**src/rtl/uart_wb_master.sv**
```systemverilog
// rtl/uart_wb_master.sv - Wishbone master that polls the Amber UART FR and moves bytes via DR
// Optional ack timeout abort enabled by defining UART_WBM_TIMEOUT_EN.
module uart_wb_master #(
  parameter logic [31:0] UART_BASE = 32'h1600_0000,
  parameter int          POLL_GAP  = 16,
  parameter int          TIMEOUT   = 256
) (
  input  logic        i_clk,
  input  logic        i_rst,
  input  logic        i_tx_valid,
  input  logic [7:0]  i_tx_data,
  output logic        o_tx_ready,
  output logic        o_rx_valid,
  output logic [7:0]  o_rx_data,
  input  logic        i_rx_ready,
  output logic [31:0] o_wb_adr,
  output logic [3:0]  o_wb_sel,
  output logic        o_wb_we,
  output logic [31:0] o_wb_dat,
  input  logic [31:0] i_wb_dat,
  output logic        o_wb_cyc,
  output logic        o_wb_stb,
  input  logic        i_wb_ack,
  input  logic        i_wb_err,
  output logic        o_busy,
  output logic        o_error
);

  typedef enum logic [2:0] {IDLE, FR_RD, DECIDE, DR_WR, DR_RD} state_t;

  localparam logic [31:0] FR_ADR = UART_BASE + 32'h0000_0018;
  localparam logic [15:0] GAP    = 16'(POLL_GAP);

  state_t      state;
  logic [15:0] poll_cnt;
  logic [7:0]  tx_hold;
  logic        tx_hold_valid;
  logic        fr_txff;
  logic        fr_rxfe;
  logic        last_tx;
  logic        timeout_hit;
  logic        abort;
  logic        tx_ok;
  logic        rx_ok;
  logic        unused_dat;

  assign o_tx_ready = !tx_hold_valid;
  assign o_wb_stb   = o_wb_cyc;
  assign o_busy     = (state != IDLE);
  assign tx_ok      = tx_hold_valid && !fr_txff;
  assign rx_ok      = !o_rx_valid && !fr_rxfe;
  assign abort      = o_wb_cyc && (i_wb_err || timeout_hit);
  assign unused_dat = ^i_wb_dat[31:8];

`ifdef UART_WBM_TIMEOUT_EN
  logic [31:0] to_cnt;

  always_ff @(posedge i_clk or posedge i_rst) begin
    if (i_rst) to_cnt <= '0;
    else       to_cnt <= o_wb_cyc ? to_cnt + 32'd1 : '0;
  end

  assign timeout_hit = (to_cnt == 32'(TIMEOUT - 1));
`else
  assign timeout_hit = 1'b0;
`endif

  always_ff @(posedge i_clk or posedge i_rst) begin
    if (i_rst) begin
      state         <= IDLE;
      poll_cnt      <= '0;
      tx_hold       <= '0;
      tx_hold_valid <= 1'b0;
      fr_txff       <= 1'b0;
      fr_rxfe       <= 1'b0;
      last_tx       <= 1'b0;
      o_rx_valid    <= 1'b0;
      o_rx_data     <= '0;
      o_wb_adr      <= '0;
      o_wb_sel      <= '0;
      o_wb_we       <= 1'b0;
      o_wb_dat      <= '0;
      o_wb_cyc      <= 1'b0;
      o_error       <= 1'b0;
    end else begin
      if (i_tx_valid && !tx_hold_valid) begin
        tx_hold       <= i_tx_data;
        tx_hold_valid <= 1'b1;
      end
      if (o_rx_valid && i_rx_ready) o_rx_valid <= 1'b0;

      // Error or timeout ends the cycle like an ack but leaves both holding registers alone.
      if (abort) begin
        o_error  <= 1'b1;
        o_wb_cyc <= 1'b0;
        o_wb_we  <= 1'b0;
        o_wb_sel <= '0;
        poll_cnt <= GAP;
        state    <= IDLE;
      end else begin
        case (state)
          IDLE: begin
            // Leave on the final count so the poll lands POLL_GAP+1 cycles after DECIDE.
            if (poll_cnt > 16'd1) begin
              poll_cnt <= poll_cnt - 16'd1;
            end else begin
              poll_cnt <= '0;
              if (tx_hold_valid || !o_rx_valid) begin
                o_wb_cyc <= 1'b1;
                o_wb_sel <= 4'hf;
                o_wb_we  <= 1'b0;
                o_wb_adr <= FR_ADR;
                o_wb_dat <= '0;
                state    <= FR_RD;
              end
            end
          end
          FR_RD: begin
            if (!o_wb_cyc) begin
              o_wb_cyc <= 1'b1;
              o_wb_sel <= 4'hf;
              o_wb_we  <= 1'b0;
              o_wb_adr <= FR_ADR;
              o_wb_dat <= '0;
            end else if (i_wb_ack) begin
              fr_txff  <= i_wb_dat[5];
              fr_rxfe  <= i_wb_dat[4];
              o_wb_cyc <= 1'b0;
              o_wb_sel <= '0;
              state    <= DECIDE;
            end
          end
          DECIDE: begin
            if (tx_ok && (!rx_ok || !last_tx)) begin
              o_wb_cyc <= 1'b1;
              o_wb_sel <= 4'hf;
              o_wb_we  <= 1'b1;
              o_wb_adr <= UART_BASE;
              o_wb_dat <= {24'h0, tx_hold};
              state    <= DR_WR;
            end else if (rx_ok) begin
              o_wb_cyc <= 1'b1;
              o_wb_sel <= 4'hf;
              o_wb_we  <= 1'b0;
              o_wb_adr <= UART_BASE;
              o_wb_dat <= '0;
              state    <= DR_RD;
            end else begin
              poll_cnt <= GAP;
              state    <= IDLE;
            end
          end
          DR_WR: begin
            if (i_wb_ack) begin
              tx_hold_valid <= 1'b0;
              last_tx       <= 1'b1;
              o_wb_cyc      <= 1'b0;
              o_wb_we       <= 1'b0;
              o_wb_sel      <= '0;
              state         <= FR_RD;
            end
          end
          DR_RD: begin
            if (i_wb_ack) begin
              o_rx_data  <= i_wb_dat[7:0];
              o_rx_valid <= 1'b1;
              last_tx    <= 1'b0;
              o_wb_cyc   <= 1'b0;
              o_wb_sel   <= '0;
              state      <= FR_RD;
            end
          end
          default: state <= IDLE;
        endcase
      end
    end
  end

endmodule

```
**config.mk**
```make
export PLATFORM = sky130hd
export DESIGN_NAME = uart_wb_master
export DESIGN_NICKNAME = d
export VERILOG_FILES = /design/src/rtl/uart_wb_master.sv
export SDC_FILE = /design/constraint.sdc
export NUM_CORES = 1
export LEC_CHECK = 0
export CORE_MARGIN = 2
export CORE_UTILIZATION = 30
export DETAILED_ROUTE_END_ITERATION = 10
export GPL_ROUTABILITY_DRIVEN = 0
export HOLD_SLACK_MARGIN = 0.08
export SETUP_SLACK_MARGIN = 0.05
export SKIP_CTS_REPAIR_TIMING = 1
export SYNTH_ARGS = -nofsm -noshare
export SYNTH_HDL_FRONTEND = slang
export SYNTH_SLANG_ARGS = --single-unit
```
**constraint.sdc**
```tcl
create_clock -name i_clk -period 3.45 [get_ports i_clk]
set_input_delay 0.345 -clock i_clk [delete_from_list [all_inputs] [get_ports i_clk]]
set_output_delay 0.345 -clock i_clk [all_outputs]
set_load 0.05 [all_outputs]
```
==> flow_summary.html <==
<table>
<tr><th>Metric</th><th>Value</th></tr>
<tr><th colspan="2">Synth</th></tr>
<tr><td>Share of flip-flops with an asynchronous set or reset</td><td>100%</td></tr>
<tr><td>Share of synthesized area occupied by flip-flops and latches</td><td>between 40% and 50%</td></tr>
<tr><td>Share of the synthesized area in the top cell type</td><td>between 40% and 50%</td></tr>
<tr><td>Count of synthesis-stage warnings from yosys</td><td>0</td></tr>
<tr><td>Unique cell type count in the Yosys netlist</td><td>44</td></tr>
<tr><td>Top area cells in the synthesized netlist</td><td>sky130_fd_sc_hd__dfrtp_1 (45%), sky130_fd_sc_hd__buf_4 (13%), sky130_fd_sc_hd__mux2_2 (7.1%)</td></tr>
<tr><td>Mapped Avg Cell Area</td><td>around 9.7 um^2</td></tr>
<tr><td>Cell type with the largest total area after synthesis</td><td>sky130_fd_sc_hd__dfrtp_1</td></tr>
<tr><td>Top-count cell post-synth</td><td>sky130_fd_sc_hd__dfrtp_1</td></tr>
<tr><td>Syn Inst Count</td><td>about 330</td></tr>
<tr><td>Number of flops mapped to enable cells by yosys</td><td>0</td></tr>
<tr><td>Register bit total from synthesis</td><td>57</td></tr>
<tr><td>Synthesized cell area</td><td>3160 um^2</td></tr>
<tr><td>Top_reg_cell synth</td><td>sky130_fd_sc_hd__dfrtp_1</td></tr>
<tr><td>Most frequent cells after synthesis</td><td>sky130_fd_sc_hd__dfrtp_1 (57), sky130_fd_sc_hd__buf_4 (55), sky130_fd_sc_hd__o21ai_0 (26), sky130_fd_sc_hd__mux2_2 (20), sky130_fd_sc_hd__inv_1 (19)</td></tr>
<tr><th colspan="2">Clocking</th></tr>
<tr><td>TritonCTS clock tree</td><td>yes</td></tr>
<tr><td>Clock latency of the later-clocked register in the worst-skew pair</td><td>around 0.34 ns</td></tr>
<tr><td>Clock-pin slew on the worst setup and hold paths</td><td>0.08 ns</td></tr>
<tr><td>Inserted Clock Buffers</td><td>9</td></tr>
<tr><td>Root buf cell</td><td>sky130_fd_sc_hd__clkbuf_8</td></tr>
<tr><td># H-tree levels</td><td>3</td></tr>
<tr><td>Total number of clock tree sinks</td><td>57</td></tr>
<tr><td>Buffer levels on the longest clock path</td><td>2</td></tr>
<tr><th colspan="2">Floorplanning</th></tr>
<tr><td>Core ar.</td><td>just over 10000 um^2</td></tr>
<tr><td>Die height</td><td>approximately 110 um</td></tr>
<tr><td>Top-level port count</td><td>129</td></tr>
<tr><td>Effective utilization at floorplan</td><td>around 31%</td></tr>
<tr><td>Die Area</td><td>11400 um^2</td></tr>
<tr><td>Number of cell rows</td><td>37</td></tr>
<tr><td>DIE WIDTH</td><td>107 um</td></tr>
<tr><th colspan="2">Pwr</th></tr>
<tr><td>Pleak</td><td>about 0.0017 uW</td></tr>
<tr><td>Pwr per Cell Area</td><td>~1000 nW/um^2</td></tr>
<tr><td>Power, Total</td><td>3940 uW</td></tr>
<tr><td>VDD IR-drop max</td><td>0.000476 V</td></tr>
<tr><th colspan="2">Global routing</th></tr>
<tr><td>Maximum number of pins on one net before global-route repair</td><td>30</td></tr>
<tr><td>Via count of the first global-routing pass</td><td>2290</td></tr>
<tr><td>All-layer global routing usage</td><td>between 10 and 15%</td></tr>
<tr><td>Global route total overflow</td><td>0</td></tr>
<tr><td>Initial antenna violation count</td><td>0</td></tr>
<tr><td>Wire length of the first global-routing pass</td><td>11300 um</td></tr>
<tr><th colspan="2">Layout</th></tr>
<tr><td>Number of cells in the finished layout apart from fillers</td><td>around 520</td></tr>
<tr><td>NumNets Final</td><td>~430</td></tr>
<tr><td>Share of layout cells above drive strength 1</td><td>12.4%</td></tr>
<tr><td>Area added between synthesis and finish</td><td>21.4%</td></tr>
<tr><td>Number of antenna diodes</td><td>0</td></tr>
<tr><td>Fill cells</td><td>1078</td></tr>
<tr><th colspan="2">Detailed routing</th></tr>
<tr><td>Met2 wire len</td><td>around 3300 um</td></tr>
<tr><td>Met3 routed WL</td><td>476 um</td></tr>
<tr><td>Post-detailed-route wirelength per cell</td><td>13.2 um</td></tr>
<tr><td>DRT iter0 DRCs</td><td>146</td></tr>
<tr><td>Count of vias placed by the detailed router</td><td>2434</td></tr>
<tr><td>Uppermost signal routing layer after detailed routing</td><td>met4</td></tr>
<tr><td>First-pass DRT Iterations</td><td>5</td></tr>
<tr><td>Post-detailed-route via-to-cell ratio</td><td>4.65</td></tr>
<tr><td>Detailed-route wire length</td><td>6890 um</td></tr>
<tr><td>Final ANT Viol Nets</td><td>0</td></tr>
<tr><td>DRT met1 WL</td><td>slightly above 3000 um</td></tr>
<tr><td>Drc violations</td><td>0</td></tr>
<tr><th colspan="2">Setup path</th></tr>
<tr><td>Setup crit start kind</td><td>flip-flop</td></tr>
<tr><td>Critical Path Fanout Max</td><td>14</td></tr>
<tr><td>Worst Path Arrival</td><td>2.76 ns</td></tr>
<tr><td>Critical Path End Type</td><td>flip-flop</td></tr>
<tr><td>Req. time, crit path</td><td>3.67 ns</td></tr>
<tr><td>Type of the worst setup path</td><td>reg -&gt; reg</td></tr>
<tr><td>Slack of the worst reg-to-reg path</td><td>between 0.9 and 1 ns</td></tr>
<tr><th colspan="2">STA</th></tr>
<tr><td>Unrepaired setup endpoints after global routing</td><td>no</td></tr>
<tr><td>Fraction of the cycle the final worst path needs</td><td>73.8%</td></tr>
<tr><td>Number of max-slew violations in the final report</td><td>0</td></tr>
<tr><td>Worst slew margin relative to its limit</td><td>47.6%</td></tr>
<tr><td>Final setup violation count</td><td>0</td></tr>
<tr><td>Highest clock frequency the design can meet</td><td>about 400 MHz</td></tr>
<tr><td>Final setup TNS</td><td>0 ns</td></tr>
<tr><td>Slew of the pin with the lowest slew margin</td><td>0.785 ns</td></tr>
<tr><td>Setup clock skew after layout</td><td>~0.015 ns</td></tr>
<tr><td>Time the final worst path needs with I/O delays and setup</td><td>2.55 ns</td></tr>
<tr><td>Final hold violation count</td><td>0</td></tr>
<tr><th colspan="2">Placed design</th></tr>
<tr><td>HPWL after DPL</td><td>4930 um</td></tr>
<tr><td>Number of cells after detailed placement</td><td>508</td></tr>
<tr><td>Number of I/O port buffers</td><td>53</td></tr>
<tr><th colspan="2">Hold path</th></tr>
<tr><td>Type of the tightest min-delay check</td><td>in -&gt; async</td></tr>
<tr><th colspan="2">Outcome</th></tr>
<tr><td>Outcome</td><td>finished clean</td></tr>
<tr><th colspan="2">Flow run</th></tr>
<tr><td>Count of maximum capacitance violations</td><td>0</td></tr>
</table>
through the flow:
step / worst slack [ns] / cell area (um^2) / util [%] / hold slack, ns
2_1_floorplan: 1.11 / 3350 / - / 0.441
3_3_place_gp: 0.959 / 3660 / 35.6 / 0.462
3_5_place_dp: 0.923 / 3660 / 35.6 / 0.478
4_1_cts: 0.911 / 3840 / 37.4 / 0.407
5_1_grt: 0.700 / 3840 / 37.4 / 0.444
6_report: 0.904 / 3840 / 37.4 / 0.404
cell families (layout without fill, tap and decap cells):
logic type | count (synthesis) | after routing | share of synthesized area [%]
compound gates | 82 | 82 | 17.2
fa+ha+maj | 2 | 2 | 0.791
buf+inv | 82 | 95 | 16.3
flops | 57 | 57 | 45.1
mux | 20 | 20 | 7.12
other cells | 1 | 51 | 0.119
simple gates | 81 | 81 | 13.4
report_power, final:
part	internal (uW)	total (uW)	switching, uW
sequential	943	1210	267
combinational	794	2180	1380
clock	265	559	295
total	2000	3940	1940
critical path, cell delays in order, from the launching register on:
cell and delay (ns):
sky130_fd_sc_hd__dfrtp_1 0.45, sky130_fd_sc_hd__nor4_2 0.46, sky130_fd_sc_hd__o2111ai_1 0.36, sky130_fd_sc_hd__nor3_1 0.44, sky130_fd_sc_hd__o21a_1 0.19, sky130_fd_sc_hd__buf_4 0.19, sky130_fd_sc_hd__mux2_2 0.34
sequential cells by signal, summed over array words and instances, names as in the netlist, 2 cells and up:
| name | count |
|---|---|
| o_wb_adr | 2 |
| poll_cnt | 16 |
| o_wb_dat | 8 |
| state | 3 |
| o_wb_sel | 4 |
| o_rx_data | 8 |
| tx_hold | 8 |
final timing paths:
| check | from | endpoint | cells past startpoint |
|---|---|---|---|
| max | poll_cnt[7] | o_wb_adr[4] | 6 |
| min in group i_clk | o_error | o_error | 1 |
| min | i_rst | o_wb_dat[0] | 2 |
| min reg2reg | o_error | o_error | 1 |
| max reg2reg | poll_cnt[7] | o_wb_adr[4] | 6 |
| max in group asynchronous | i_rst | last_tx | 3 |
layer usage:
| layer | GRT usage (%) | vias up |
|---|---|---|
| met1 | 15.8 | 1179 |
| met4 | 3.25 | 0 |
| li1 | - | 1168 |
| met3 | 5.11 | 6 |
| met5 | 0 | - |
| met2 | 20.2 | 81 |
area by class of cell:
cell class	count	area (um^2)	area share, %
Multi-Input combinational cell	236	1410	36.7
Sequential cell	57	1430	37.2
Tap cell	136	170	4.43
Clock inverter	7	53.8	1.40
Clock buffer	9	124	3.23
Inverter	19	71.3	1.86
Timing Repair Buffer	60	583	15.2
placed cells by master (no fill, tap or decap), types with 4 or more instances in the layout:
cell type,count
sky130_fd_sc_hd__conb_1,51
sky130_fd_sc_hd__clkdlybuf4s50_1,53
sky130_fd_sc_hd__nand3_1,14
sky130_fd_sc_hd__inv_1,18
sky130_fd_sc_hd__clkbuf_8,9
sky130_fd_sc_hd__o21bai_1,7
sky130_fd_sc_hd__a21o_1,4
sky130_fd_sc_hd__o21ai_0,26
sky130_fd_sc_hd__nor3_1,8
sky130_fd_sc_hd__dfrtp_1,57
sky130_fd_sc_hd__nor2_1,13
sky130_fd_sc_hd__mux2_2,20
sky130_fd_sc_hd__o21a_1,5
sky130_fd_sc_hd__o31ai_1,5
sky130_fd_sc_hd__nor2b_1,7
sky130_fd_sc_hd__nor3b_1,4
sky130_fd_sc_hd__buf_4,7
sky130_fd_sc_hd__a21oi_1,11
sky130_fd_sc_hd__nand2_1,16
Power figures use the tool's default switching activity.
